<file path="config.mk">
export PLATFORM = sky130hd
export DESIGN_NAME = priority_grant_sequencer
export DESIGN_NICKNAME = d
export VERILOG_FILES = /design/src/rtl/priority_grant_pkg.sv /design/src/rtl/priority_encoder_param.sv /design/src/rtl/priority_grant_sequencer.sv
export SDC_FILE = /design/constraint.sdc
export NUM_CORES = 1
export LEC_CHECK = 0
export ABC_AREA = 1
export BUFFER_PORTS_ARGS = -buffer_cell sky130_fd_sc_hd__buf_2
export CAP_MARGIN = 20
export CORE_AREA = 2 2 39 41
export CTS_CLUSTER_DIAMETER = 200
export DETAILED_ROUTE_END_ITERATION = 8
export DIE_AREA = 0 0 41 43
export GPL_ROUTABILITY_DRIVEN = 1
export MAX_ROUTING_LAYER = met4
export SYNTH_ARGS = -nofsm -noshare
export SYNTH_HDL_FRONTEND = slang
export SYNTH_HIERARCHICAL = 1
export SYNTH_SLANG_ARGS = --single-unit
</file>
<file path="constraint.sdc">
create_clock -name clk -period 3.5 [get_ports clk]
set_input_delay 0.7 -clock clk [delete_from_list [all_inputs] [get_ports clk]]
set_output_delay 0.7 -clock clk [all_outputs]
set_load 0.01 [all_outputs]
</file>
<file path="src/rtl/priority_grant_pkg.sv">
// -----------------------------------------------------------------------------
// priority_grant_pkg
// Shared types and helpers for the priority grant sequencer.
//   state_t  : grant FSM states (IDLE = nothing presented, PRESENT = id on output)
//   onehot() : one-hot decode of an index, bits at or above n forced to zero
// -----------------------------------------------------------------------------
package priority_grant_pkg;

    // Widest request vector the onehot helper can decode.
    localparam int unsigned MAX_REQ = 32;

    typedef enum logic [0:0] {
        IDLE    = 1'b0,
        PRESENT = 1'b1
    } state_t;

    // One-hot of id within an n-bit field; callers size-cast the result.
    function automatic logic [MAX_REQ-1:0] onehot(input int unsigned id, input int unsigned n);
        logic [MAX_REQ-1:0] v;
        v = {MAX_REQ{1'b0}};
        for (int unsigned i = 32'd0; i < MAX_REQ; i++) begin
            v[i] = (i == id) && (i < n);
        end
        return v;
    endfunction

endpackage

</file>
<file path="src/rtl/priority_encoder_param.sv">
// -----------------------------------------------------------------------------
// priority_encoder_param
// Combinational highest-index-wins priority encoder.
//   vec   in  NUM_REQ   candidate vector
//   id    out ID_WIDTH  index of the highest set bit (0 when none set)
//   valid out 1         at least one bit of vec is set
// -----------------------------------------------------------------------------
module priority_encoder_param #(
    parameter  int NUM_REQ  = 4,
    localparam int ID_WIDTH = $clog2(NUM_REQ)
) (
    input  logic [NUM_REQ-1:0]  vec,
    output logic [ID_WIDTH-1:0] id,
    output logic                valid
);

    // Ascending scan: later (higher) set bits overwrite earlier ones.
    always_comb begin
        id    = {ID_WIDTH{1'b0}};
        valid = |vec;
        for (int i = 0; i < NUM_REQ; i++) begin
            id = vec[i] ? ID_WIDTH'(i) : id;
        end
    end

endmodule

</file>
<file path="src/rtl/priority_grant_sequencer.sv">
// -----------------------------------------------------------------------------
// priority_grant_sequencer
// Captures request pulses into sticky pending bits and grants them one at a
// time, highest index first, as an id on a valid/ready output.
//   clk       in   1         clock, rising edge
//   rst_n     in   1         synchronous active-low reset
//   req       in   NUM_REQ   request pulses/levels, sampled every cycle
//   out_id    out  ID_WIDTH  granted source index (holds last value)
//   out_valid out  1         out_id is valid
//   out_ready in   1         consumer accepts out_id
//   pending   out  NUM_REQ   current pending vector
//   merged    out  1         pulse: a request landed on an already-pending bit
//   mask      in   NUM_REQ   only when PRIORITY_GRANT_MASK_EN is defined;
//                            1 = source ineligible for selection
// Build option: PRIORITY_GRANT_MASK_EN adds the mask port.
// -----------------------------------------------------------------------------
module priority_grant_sequencer
    import priority_grant_pkg::*;
#(
    parameter  int NUM_REQ  = 4,
    localparam int ID_WIDTH = $clog2(NUM_REQ)
) (
    input  logic                clk,
    input  logic                rst_n,
    input  logic [NUM_REQ-1:0]  req,
    output logic [ID_WIDTH-1:0] out_id,
    output logic                out_valid,
    input  logic                out_ready,
    output logic [NUM_REQ-1:0]  pending,
    output logic                merged
`ifdef PRIORITY_GRANT_MASK_EN
    ,
    input  logic [NUM_REQ-1:0]  mask
`endif
);

    state_t                state_r;
    state_t                state_nxt_s;
    logic [NUM_REQ-1:0]    pending_r;
    logic [NUM_REQ-1:0]    pending_nxt_s;
    logic [ID_WIDTH-1:0]   out_id_r;
    logic                  out_valid_r;
    logic                  valid_nxt_s;
    logic                  merged_r;
    logic                  merged_nxt_s;
    logic                  hs_s;
    logic                  load_s;
    logic [NUM_REQ-1:0]    clr_vec_s;
    logic [NUM_REQ-1:0]    elig_s;
    logic [ID_WIDTH-1:0]   sel_id_s;
    logic                  sel_valid_s;

    assign hs_s = out_valid_r & out_ready;

    // Clear vector, pending/merged next values and eligibility.
    always_comb begin
        clr_vec_s     = {NUM_REQ{1'b0}};
        pending_nxt_s = pending_r;
        merged_nxt_s  = 1'b0;
        elig_s        = {NUM_REQ{1'b0}};
        if (hs_s) begin
            clr_vec_s = NUM_REQ'(onehot(32'(out_id_r), 32'(NUM_REQ)));
        end else begin
            clr_vec_s = {NUM_REQ{1'b0}};
        end
        // A new request wins over the clear of the bit just granted.
        pending_nxt_s = req | (pending_r & ~clr_vec_s);
        // Only a repeat that is absorbed into a still-pending bit is lost.
        merged_nxt_s  = |(req & pending_r & ~clr_vec_s);
        // Requests arriving this cycle are not yet eligible.
`ifdef PRIORITY_GRANT_MASK_EN
        elig_s        = pending_r & ~clr_vec_s & ~mask;
`else
        elig_s        = pending_r & ~clr_vec_s;
`endif
    end

    priority_encoder_param #(
        .NUM_REQ (NUM_REQ)
    ) u_enc (
        .vec   (elig_s),
        .id    (sel_id_s),
        .valid (sel_valid_s)
    );

    // Grant FSM next-state and output-load decisions.
    always_comb begin
        state_nxt_s = state_r;
        valid_nxt_s = out_valid_r;
        load_s      = 1'b0;
        case (state_r)
            IDLE: begin
                if (sel_valid_s) begin
                    load_s      = 1'b1;
                    valid_nxt_s = 1'b1;
                    state_nxt_s = PRESENT;
                end else begin
                    valid_nxt_s = 1'b0;
                    state_nxt_s = IDLE;
                end
            end
            PRESENT: begin
                // Presented id is held until accepted; no preemption.
                if (hs_s) begin
                    if (sel_valid_s) begin
                        load_s      = 1'b1;
                        valid_nxt_s = 1'b1;
                        state_nxt_s = PRESENT;
                    end else begin
                        valid_nxt_s = 1'b0;
                        state_nxt_s = IDLE;
                    end
                end else begin
                    valid_nxt_s = 1'b1;
                    state_nxt_s = PRESENT;
                end
            end
            default: begin
                valid_nxt_s = 1'b0;
                state_nxt_s = IDLE;
            end
        endcase
    end

    // State, pending and output registers with synchronous reset.
    always_ff @(posedge clk) begin
        if (!rst_n) begin
            state_r     <= IDLE;
            pending_r   <= {NUM_REQ{1'b0}};
            out_id_r    <= {ID_WIDTH{1'b0}};
            out_valid_r <= 1'b0;
            merged_r    <= 1'b0;
        end else begin
            state_r     <= state_nxt_s;
            pending_r   <= pending_nxt_s;
            out_valid_r <= valid_nxt_s;
            merged_r    <= merged_nxt_s;
            if (load_s) begin
                out_id_r <= sel_id_s;
            end else begin
                out_id_r <= out_id_r;
            end
        end
    end

    assign out_id    = out_id_r;
    assign out_valid = out_valid_r;
    assign pending   = pending_r;
    assign merged    = merged_r;

endmodule
</file>
==> results.json, run 1 <==
{
  "fmax_mhz": 660,
  "num_antenna_cells": 0,
  "fillers": 161,
  "slew_headroom_pct": 86.7,
  "grt_pass1_vias": 344,
  "synth-seq-area-share_pct": 40.1,
  "postCtsSetupBuffers": 0,
  "synth_cell_types": 9,
  "synth.top_cell.area_share_pct": 40.1,
  "cp_max_fo": 5,
  "cts_root_buffer": "clkbuf_4",
  "vdd_drop_max_mv": 0.172,
  "die_y_um": 43,
  "finalWirelength_um": 800,
  "p_leak_nw": 0.317,
  "hold_viol": 0,
  "pin_count": 15,
  "final_nets": 94,
  "postSynthAreaPerCell_um2": 5.87,
  "syn_nets": 75,
  "drv_slew": 0,
  "finalSetupViolCount": 0,
  "crit_required_ns": 2.80,
  "clkTransAtPathRegs_ns": 0.05,
  "cts_tree": "built",
  "synth_area_um2": 399,
  "ctsResizeCount": 0,
  "preCtsSetupSlack_ns": 1.80,
  "final_cells": 101,
  "grt_first_pass_wirelength_um": 1320,
  "drive_gt1_share_pct": 29.4,
  "routedWlPerCell_um": 7.92,
  "critPathMaxStageDelay_ns": 0.40,
  "tightest_slew_ns": 0.199,
  "dp_cells": 98,
  "hp-class": "reg2reg",
  "synth.largest_area_cell": "dfxtp_1",
  "drt-vias-per-instance": 4.08,
  "hold_buffers": 0,
  "final_core_util_pct": 37.0,
  "path_buf_inv": 1,
  "io_buffer_count": 14,
  "critPathLaunchType": "flip-flop",
  "clock_latency_ns": 0.25,
  "final.setup.worst_slack_ns": 1.99,
  "synthTopCellsByArea": "dfxtp_1, nand2_1, nor2_1",
  "overflow": 0,
  "core_mm2": 0.00138,
  "cts_sinks": 8,
  "grt_max_degree": 7,
  "drc": 0,
  "hpwl_um": 632,
  "path_class": "reg2out",
  "std_cell_rows": 14,
  "drtAntennaViolNets": 0,
  "syn2layout_area_growth_pct": 28.2,
  "globalplace.congestion": 0.754,
  "start_util_pct": 28.8,
  "status": "finished, final reports clean",
  "drtIter0Drc": 12,
  "die_w_um": 41,
  "clock_skew_ns": 0.00341,
  "powerDensity_mw_per_mm2": 444,
  "cts_buffer_depth": 2,
  "vias": 412,
  "fin_hold_ws_ns": 0.508,
  "synth_cells": 68,
  "antenna_found_initial": 0,
  "maxCapViolations": 0,
  "drt_first_pass_iters": 4,
  "end_kind": "output pin",
  "arrival_ns": 0.81,
  "yosys_warnings": 6,
  "ctsHtreeMaxLevel": 1,
  "setup_tns_ns": 0,
  "crit_family": "flip-flops",
  "cts_made_buffers": 3,
  "grt_usage_pct": 12.1,
  "fin_crit_sh_pct": 43.3,
  "min_period_ns": 1.51,
  "crit_slowest_cell": "dfxtp_1",
  "crit_chain": "buf_2",
  "ys_ff_latch": 8,
  "rsz0062_at_grt": "no",
  "dieArea_mm2": 0.00176
}
## cells by family (layout without fill, tap and decap cells)
| logic type | Yosys count | count (layout) | share of synthesized area [%] |
|---|---|---|---|
| buf+inv | 16 | 33 | 15.0 |
| compound gates | 7 | 7 | 9.40 |
| simple gates | 37 | 37 | 35.4 |
| flops | 8 | 8 | 40.1 |
## sequential cells by signal, summed over array words and instances (netlist names)
register,cells
merged,1
out_id,2
out_valid,1
pending,4
## layout by cell type, fill, tap and decap left out
cell and n:
o21bai_1 1, nor2_1 14, dfxtp_1 8, inv_1 9, o21ai_1 3, a21oi_1 3, inv_2 7, clkbuf_4 3
nor2_2 1, nand2_1 22, buf_2 14
## layout make-up
class / count / area [µm²] / area share (%)
flip-flops and latches: 8 / 160 / 31.3
repair buffers: 14 / 70.1 / 13.7
clock buffers: 3 / 22.5 / 4.40
well taps: 16 / 20.0 / 3.91
inverters: 16 / 60.1 / 11.7
multi-input cells: 44 / 179 / 35.0
## layer usage
layer / up-vias / routed length (µm) / share of wire [%] / global-route usage (%)
met5: - / 0 / 0 / -
li1: 232 / - / - / -
met3: 0 / 65 / 8.1 / 9.42
met1: 168 / 349 / 44 / 12.3
met4: 0 / 0 / 0 / 4.00
met2: 12 / 385 / 48 / 17.2
## report_power, final
| group | internal (mW) | leakage, nW | switching, mW | total, mW |
|---|---|---|---|---|
| clock network | 0.0392 | 0.0138 | 0.0308 | 0.0700 |
| registers | 0.0999 | 0.0670 | 0.00685 | 0.107 |
| logic | 0.0202 | 0.236 | 0.0300 | 0.0502 |
| total | 0.159 | 0.317 | 0.0677 | 0.227 |
## synthesized netlist by cell type
library cell  count
dfxtp_1           8
nor2_1           14
inv_2             7
o21bai_1          1
inv_1             9
o21ai_1           3
a21oi_1           3
nor2_2            1
nand2_1          22
## final timing paths
kind                                 from        end  slack [ns]  cells past startpoint
worst max-delay path            out_id[0]  out_id[0]        1.99                      1
worst min register to register  out_id[0]  out_id[0]        0.51                      2
worst min-delay path            out_id[0]  out_id[0]        0.51                      2
worst max register to register  out_id[1]  out_id[1]        2.24                     10
## through the flow
| step | area [µm²] | power [mW] |
|---|---|---|
| after floorplan | 399 | 0.141 |
| after global placement | 489 | 0.159 |
| after detailed placement | 489 | 0.159 |
| after CTS | 512 | 0.233 |
| after global routing | 512 | 0.247 |
| final | 512 | 0.227 |
No activity file was read; power rests on OpenSTA's default activity.
==> run 2: changes to the inputs <==
==> constraint.sdc (replaced) <==
create_clock -name clk -period 1.6 [get_ports clk]
set_input_delay 0.32 -clock clk [delete_from_list [all_inputs] [get_ports clk]]
set_output_delay 0.32 -clock clk [all_outputs]
set_load 0.01 [all_outputs]
==> run 2 against run 1 <==
Power grew 120%. Non-clock buffer count is the same. Clock-buffer cell count is the same. Sequential share of layout area is the same. Combinational power grew 120%. Largest cell class unchanged.
==> results.json, run 2 (same netlist as run 1, synthesis figures left out) <==
{
  "switchingPower_uw": 157,
  "p_clk_share_pct": 32.2,
  "swShare_pct": 31.1,
  "routedWlPerCell_um": 8.10,
  "final_common_cell": "nand2_1",
  "powerDensity_mw_per_mm2": 989,
  "layout_common_cells": "nand2_1, nor2_1, buf_2",
  "drc": 0,
  "pin_count": 15,
  "dp_cells": 98,
  "setup_tns_ns": 0,
  "rsz0062_at_grt": "no",
  "fin_crit_sh_pct": 81.2,
  "largest_register_ffs": 4,
  "io_buffer_count": 14,
  "crit_required_ns": 1.79,
  "r2r-start": "out_valid",
  "cts_made_buffers": 3,
  "drt_first_pass_iters": 4,
  "drtIter0Drc": 5,
  "ff2ff_path_depth": 10,
  "num_antenna_cells": 0,
  "fmax_mhz": 770,
  "drt-vias-per-instance": 4.07,
  "drive_gt1_share_pct": 29.4,
  "die_w_um": 41,
  "finalSetupViolCount": 0,
  "crit_slowest_cell": "dfxtp_1",
  "arrival_ns": 1.48,
  "std_cell_rows": 14,
  "critPathLaunchType": "flip-flop",
  "combPwrFrac_pct": 21.8,
  "hold_viol": 0,
  "crit_top_cell": "nand2_1",
  "drv_slew": 0,
  "vias": 411,
  "hold-path-endpoint": "pending[2]",
  "postCtsSetupBuffers": 0,
  "min_period_ns": 1.30,
  "cts_root_buffer": "clkbuf_4",
  "hpwl_um": 650,
  "tightest_slew_ns": 0.207,
  "hp-start": "req[2]",
  "internal_power_uw": 349,
  "maxCapViolations": 0,
  "hold_depth": 3,
  "start_util_pct": 28.8,
  "finalWirelength_um": 818,
  "end_kind": "flip-flop",
  "cts_sinks": 8,
  "core_mm2": 0.00138,
  "ctsResizeCount": 0,
  "crit_chain": "nand2_1 -> inv_2 -> nand2_1 -> nand2_1 -> inv_2 -> nor2_1 -> nand2_1 -> nand2_1 -> o21ai_1 -> a21oi_1",
  "cp_max_fo": 4,
  "cts_buffer_depth": 2,
  "final_nets": 94,
  "final_core_util_pct": 37.0,
  "p_leak_nw": 0.317,
  "grt_first_pass_wirelength_um": 1410,
  "final_cells": 101,
  "dieArea_mm2": 0.00176,
  "pwr-share-seq_pct": 46.0,
  "hold_buffers": 0,
  "r2r_slack_ns": 0.30,
  "status": "finished, final reports clean",
  "overflow": 0,
  "final.setup.worst_slack_ns": 0.301,
  "ctsHtreeMaxLevel": 1,
  "cts_tree": "built",
  "slew_headroom_pct": 86.2,
  "clock_latency_ns": 0.25,
  "hp-class": "in2reg",
  "antenna_found_initial": 0,
  "grt_max_degree": 7,
  "clkTransAtPathRegs_ns": 0.06,
  "grt_usage_pct": 12.1,
  "path_class": "reg2reg",
  "power_uw": 506,
  "syn2layout_area_growth_pct": 28.2,
  "preCtsSetupSlack_ns": 0.270,
  "rr_endpoint": "out_id[0]",
  "grt_pass1_vias": 356,
  "clock_skew_ns": 0.00138,
  "vdd_drop_max_mv": 0.384,
  "critPathMaxStageDelay_ns": 0.36,
  "die_y_um": 43,
  "drtAntennaViolNets": 0,
  "globalplace.congestion": 0.798
}
-- run 2: cell counts in the layout (fill, tap and decap cells not counted) --
Identical to the previous run, type by type.
-- run 2: how the worst max path moves through the flow --
stage / from / end
after global routing: out_id[0] / out_id[1]
after floorplan: out_id[0] / out_id[0]
after CTS: out_valid / out_id[0]
after global placement: out_ready / out_id[0]
after detailed placement: out_ready / out_id[0]
final: out_valid / out_id[0]
-- run 2: metrics by stage --
step                      hold WS (ns)  area [µm²]
after global placement           0.491         489
after CTS                        0.286         512
after detailed placement         0.504         489
after floorplan                  0.440         399
after global routing             0.301         512
final                            0.287         512
-- run 2: worst max-delay path: cells and delay by family (launching register included) --
kind / cells / cell delay [ns]
AND/OR/NAND/NOR: 6 / 0.57
buffers and inverters: 2 / 0.12
AO/OA/AOI/OAI: 2 / 0.18
flip-flops: 1 / 0.36
-- run 2: area by class of cell --
type,count,area [µm²]
clock buffers,3,22.5
multi-input cells,44,179
well taps,16,20.0
flip-flops and latches,8,160
inverters,16,60.1
fillers,169,872
repair buffers,14,70.1
-- run 2: per-layer routing --
metal  routed length, µm  track usage (%)  vias up
met3                  35             3.14        0
li1                    -                -      231
met4                   0             6.00        0
met5                   0                -        -
met2                 384             16.3       11
met1                 398             16.2      169
-- run 2: power groups by stage --
stage	Sequential, mW	Combinational [mW]	Clock (mW)
after detailed placement	0.238	0.111	0
final	0.233	0.110	0.163
after global routing	0.237	0.129	0.180
after global placement	0.237	0.110	0
after floorplan	0.246	0.0633	0
after CTS	0.234	0.111	0.165
